[src/rtl/operand_fetch.sv]
`default_nettype none
// ============================================================================
// operand_fetch: 16-entry RF, decode, one registered issue slot toward the ALU.
// Optional: OPERAND_FETCH_WB_BYPASS_EN forwards write-back data into operands.
// Revision: 1.0
// ============================================================================
module operand_fetch #(
    parameter int DATA_W = 32,
    parameter int REG_AW = 4,
    parameter int OP_W   = 4
) (
    input  logic                     clk,
    input  logic                     reset_n,
    input  logic                     in_valid,
    output logic                     in_ready,
    input  logic [OP_W+3*REG_AW-1:0] instr,
    output logic                     out_valid,
    input  logic                     out_ready,
    output logic [OP_W-1:0]          opcode,
    output logic [DATA_W-1:0]        data0,
    output logic [DATA_W-1:0]        data1,
    output logic [REG_AW-1:0]        dest,
    input  logic                     wb_en,
    input  logic [REG_AW-1:0]        wb_addr,
    input  logic [DATA_W-1:0]        wb_data
);

    localparam int c_NUM_REGS = 2**REG_AW;

    logic [DATA_W-1:0] r_rf [c_NUM_REGS];

    logic              r_out_valid;
    logic [OP_W-1:0]   r_opcode;
    logic [REG_AW-1:0] r_dest;
    logic [DATA_W-1:0] r_data0;
    logic [DATA_W-1:0] r_data1;

    logic [OP_W-1:0]   w_opcode;
    logic [REG_AW-1:0] w_rd;
    logic [REG_AW-1:0] w_rs1;
    logic [REG_AW-1:0] w_rs2;
    logic              w_in_ready;
    logic              w_accept;
    logic [DATA_W-1:0] w_rd0;
    logic [DATA_W-1:0] w_rd1;

    assign {w_opcode, w_rd, w_rs1, w_rs2} = instr;

    assign w_in_ready = !r_out_valid || out_ready;
    assign w_accept   = in_valid && w_in_ready;

    always_ff @(posedge clk) begin
        if (!reset_n) begin
            for (int i = 0; i < c_NUM_REGS; i++) begin
                r_rf[i] <= '0;
            end
        end else if (wb_en) begin
            r_rf[wb_addr] <= wb_data;
        end
    end

    always_comb begin
        w_rd0 = r_rf[w_rs1];
        w_rd1 = r_rf[w_rs2];
`ifdef OPERAND_FETCH_WB_BYPASS_EN
        if (wb_en && (wb_addr == w_rs1)) begin
            w_rd0 = wb_data;
        end
        if (wb_en && (wb_addr == w_rs2)) begin
            w_rd1 = wb_data;
        end
`endif
    end

`ifdef OPERAND_FETCH_WB_BYPASS_EN
    // Source tags of the held operands, used to refresh them from write-back.
    logic [REG_AW-1:0] r_tag1;
    logic [REG_AW-1:0] r_tag2;

    always_ff @(posedge clk) begin
        if (!reset_n) begin
            r_tag1 <= '0;
            r_tag2 <= '0;
        end else if (w_accept) begin
            r_tag1 <= w_rs1;
            r_tag2 <= w_rs2;
        end
    end
`endif

    always_ff @(posedge clk) begin
        if (!reset_n) begin
            r_out_valid <= 1'b0;
            r_opcode    <= '0;
            r_dest      <= '0;
            r_data0     <= '0;
            r_data1     <= '0;
        end else begin
`ifdef OPERAND_FETCH_WB_BYPASS_EN
            // A held slot can never accept, so this never races the load below.
            if (r_out_valid && !out_ready && wb_en) begin
                if (wb_addr == r_tag1) begin
                    r_data0 <= wb_data;
                end
                if (wb_addr == r_tag2) begin
                    r_data1 <= wb_data;
                end
            end
`endif
            if (w_accept) begin
                r_out_valid <= 1'b1;
                r_opcode    <= w_opcode;
                r_dest      <= w_rd;
                r_data0     <= w_rd0;
                r_data1     <= w_rd1;
            end else if (out_ready) begin
                r_out_valid <= 1'b0;
            end
        end
    end

    assign in_ready  = w_in_ready;
    assign out_valid = r_out_valid;
    assign opcode    = r_opcode;
    assign dest      = r_dest;
    assign data0     = r_data0;
    assign data1     = r_data1;

endmodule
`default_nettype wire

[config.mk]
export PLATFORM = sky130hd
export DESIGN_NAME = operand_fetch
export DESIGN_NICKNAME = d
export VERILOG_FILES = /design/src/rtl/operand_fetch.sv
export SDC_FILE = /design/constraint.sdc
export NUM_CORES = 1
export LEC_CHECK = 0
export CAP_MARGIN = 20
export CORE_MARGIN = 2
export CORE_UTILIZATION = 55
export CTS_CLUSTER_DIAMETER = 120
export DETAILED_ROUTE_END_ITERATION = 10
export DONT_BUFFER_PORTS = 1
export PLACE_DENSITY = 0.7
export SLEW_MARGIN = 20
export SYNTH_ARGS = -nofsm -noshare
export SYNTH_HDL_FRONTEND = slang
export SYNTH_SLANG_ARGS = --single-unit
export TNS_END_PERCENT = 10
[constraint.sdc]
create_clock -name clk -period 10.74 [get_ports clk]
set_clock_uncertainty 0.1 [all_clocks]
set_input_delay 1.074 -clock clk [delete_from_list [all_inputs] [get_ports clk]]
set_output_delay 1.074 -clock clk [all_outputs]
set_load 0.05 [all_outputs]
==> out/metrics.cfg <==
[grt]
grt_pass1_vias=18045
grt_use_total_pct=29.14
grt_pass1_wl_um=118400
grt_overflow=0
grt_antenna_before_repair=3
grt_max_degree=129

[pwr]
irDropWorstVdd_mv=0.1162
p_switching_w=0.001210
p_int_w=0.004007
leakage_nw=10.76
p_clk_share_pct=38.5
sw_frac_of_total_pct=23.20
pwr-share-comb_pct=8.3
seqPwrFrac_pct=53.3
power_density_nw_per_um2=162.9

[worst_setup_path]
path_delay_family=simple AND/OR/NAND/NOR gates
crit_chain=nor2b_1 -> clkinv_2 -> buf_4
required_ns=9.57
cpPeakStageDelay_ns=0.80
arrival_ns=2.66
cp-start-kind=register
end_kind=output pin
critPathLaunch=out_valid
cpMaxStageDelayCell=nor2b_1
worst-setup-path-type=register to output pin
r2r-start=out_valid
crit_buf_inv=2
critPathMaxFanout=74

[route]
drc_errors=0
dr.first_iter.drc_count=1865
detail_route.wl_per_cell_um=30.82
vias=17400
drt_wl_total_um=79760
via_per_inst=6.723
first_pass_iters=5
antenna_left=0

[timing]
hold_viol=0
fmaxAchievable_mhz=260.8
setup_tns_ns=0
fin_crit_sh_pct=35.70
slew_violations=0
fin_crit_ns=3.835
rsz0062_at_grt=false
setup_violations=0
max_slew_margin_pct=24.93
tightest_slew_ns=1.126

[finish]
fillers=4009
syn_to_final_growth_pct=7.955
final_cell_mix=512 x and2_1, 512 x edfxtp_1, 256 x mux4_2
fin_util_pct=59.74
nets=1899
diodes=0
drive_above_1_share_pct=28.38

[yosys]
seq_area_frac_synth_pct=56.76
synth_ff_type=edfxtp_1
yosys_warnings=0
synthTopCellsByArea=edfxtp_1 52%, mux4_2 19%, and2_1 11%
synth_cell_types=25
synth_edf_count=512
synth_top_area_cell=edfxtp_1
syn_avg_cell_area_um2=15.31
synth_top_area_share_pct=51.83
netlist_area_um2=29660
syn_nets=1994
syn_inst=1937
ys_ff_latch=585
synth-async-reset-ratio_pct=0

[placement]
io_buffers=0
routabilityCongestion=0.7910
dp.final_hpwl_um=43130

[floorplan]
start_util_pct=55.34
die_area_um2=55810
row_count=85
die_w_um=236.2
ioPinCount=131
die_h_um=236.2
core_area_um2=53600

[clock_network]
cts_setup_buffers=0
clock-sinks=585
clk_latency_ns=0.63
cts_repair_resize_count=0
root_buffer=clkbuf_16
clkTransAtPathRegs_ns=0.06
cts_hold_buf=0
htree_levels=2
tritoncts=yes
numCtsBuffers=60
cts_buffer_depth=3

[run_status]
status=finished clean

[flow_run]
cap_violations=0

[hold_path]
worstHoldStart=instr[10]
hp-class=primary input to register

## state kept, by name, indices dropped and copies added (netlist names)
| name | flops |
|---|---|
| data1 | 32 |
| r_rf | 512 |
| out_valid | 1 |
| data0 | 32 |
| opcode | 4 |
| dest | 4 |
## power by group through the flow
stage               Sequential [W]  Clock [W]  Combinational [W]
finish                     0.00278    0.00201           0.000431
global placement           0.00281          0           0.000424
detailed placement         0.00283          0           0.000429
floorplan                  0.00279          0           0.000393
CTS                        0.00278    0.00202           0.000431
global route               0.00279    0.00212           0.000452
## final timing paths
kind	end	slack (ns)	cells past startpoint
setup / recovery	in_ready	6.91	3
hold / removal	dest[2]	0.51	2
setup reg to reg	data0[5]	8.05	5
hold reg to reg	dest[2]	0.65	2
## cell families (layout without fill, tap and decap cells)
| group | Yosys count | count (layout) | share of synthesized area, % |
|---|---|---|---|
| AOI/OAI and AO/OA | 157 | 157 | 3.729 |
| buffers and inverters | 193 | 148 | 2.877 |
| DFF | 585 | 585 | 56.76 |
| muxes | 384 | 384 | 24.30 |
| and+or+nand+nor | 618 | 618 | 12.34 |
## stage by stage
| step | cells | hold WS [ns] | power [W] | cell area [um^2] | setup WS, ns |
|---|---|---|---|---|---|
| 2_1_floorplan | 1937 | 0.6095 | 0.003186 | 29660 | 6.464 |
| 3_3_place_gp | 2476 | 0.6216 | 0.003235 | 30160 | 7.047 |
| 3_5_place_dp | 2476 | 0.6436 | 0.003255 | 30160 | 6.978 |
| 4_1_cts | 2588 | 0.4819 | 0.005235 | 32020 | 6.886 |
| 5_1_grt | 2588 | 0.5080 | 0.005363 | 32020 | 6.738 |
| 6_report | 2588 | 0.5087 | 0.005217 | 32020 | 6.905 |
## worst reg2reg max path, stage by stage, from the launching register on
cell	delay (ns)
dfxtp_1	0.63
nor2b_1	0.81
clkinv_2	0.11
buf_4	0.49
a21oi_1	0.35
a221o_1	0.15
## cell type report
type	instances	area, um^2	area share [%]
timing repair buffer	33	247.7	0.7736
inverter	3	12.51	0.03907
clock buffer	92	1723	5.380
multi-input combinational	1159	12190	38.07
clock inverter	20	141.4	0.4415
sequential	585	16840	52.57
tap	696	870.8	2.719
## cells in the mapped netlist (all sizes together) (3+ instances only)
cell / count
buf: 45
a221o: 64
o21ai: 20
dfxtp: 73
clkbuf: 145
edfxtp: 512
nor2: 12
a21oi: 73
and2: 512
nand2: 67
nor3: 6
mux4: 256
inv: 3
nand3: 8
nand2b: 6
mux2: 128
## layer usage
layer	up-vias	global-route usage, %	share of wire (%)
li1	7248	-	-
met1	9130	37.96	38
met2	859	48.94	50
met3	161	6.881	9.3
met4	2	8.899	3.0
met5	-	0	0.024
(Power assumes the default switching activity.)
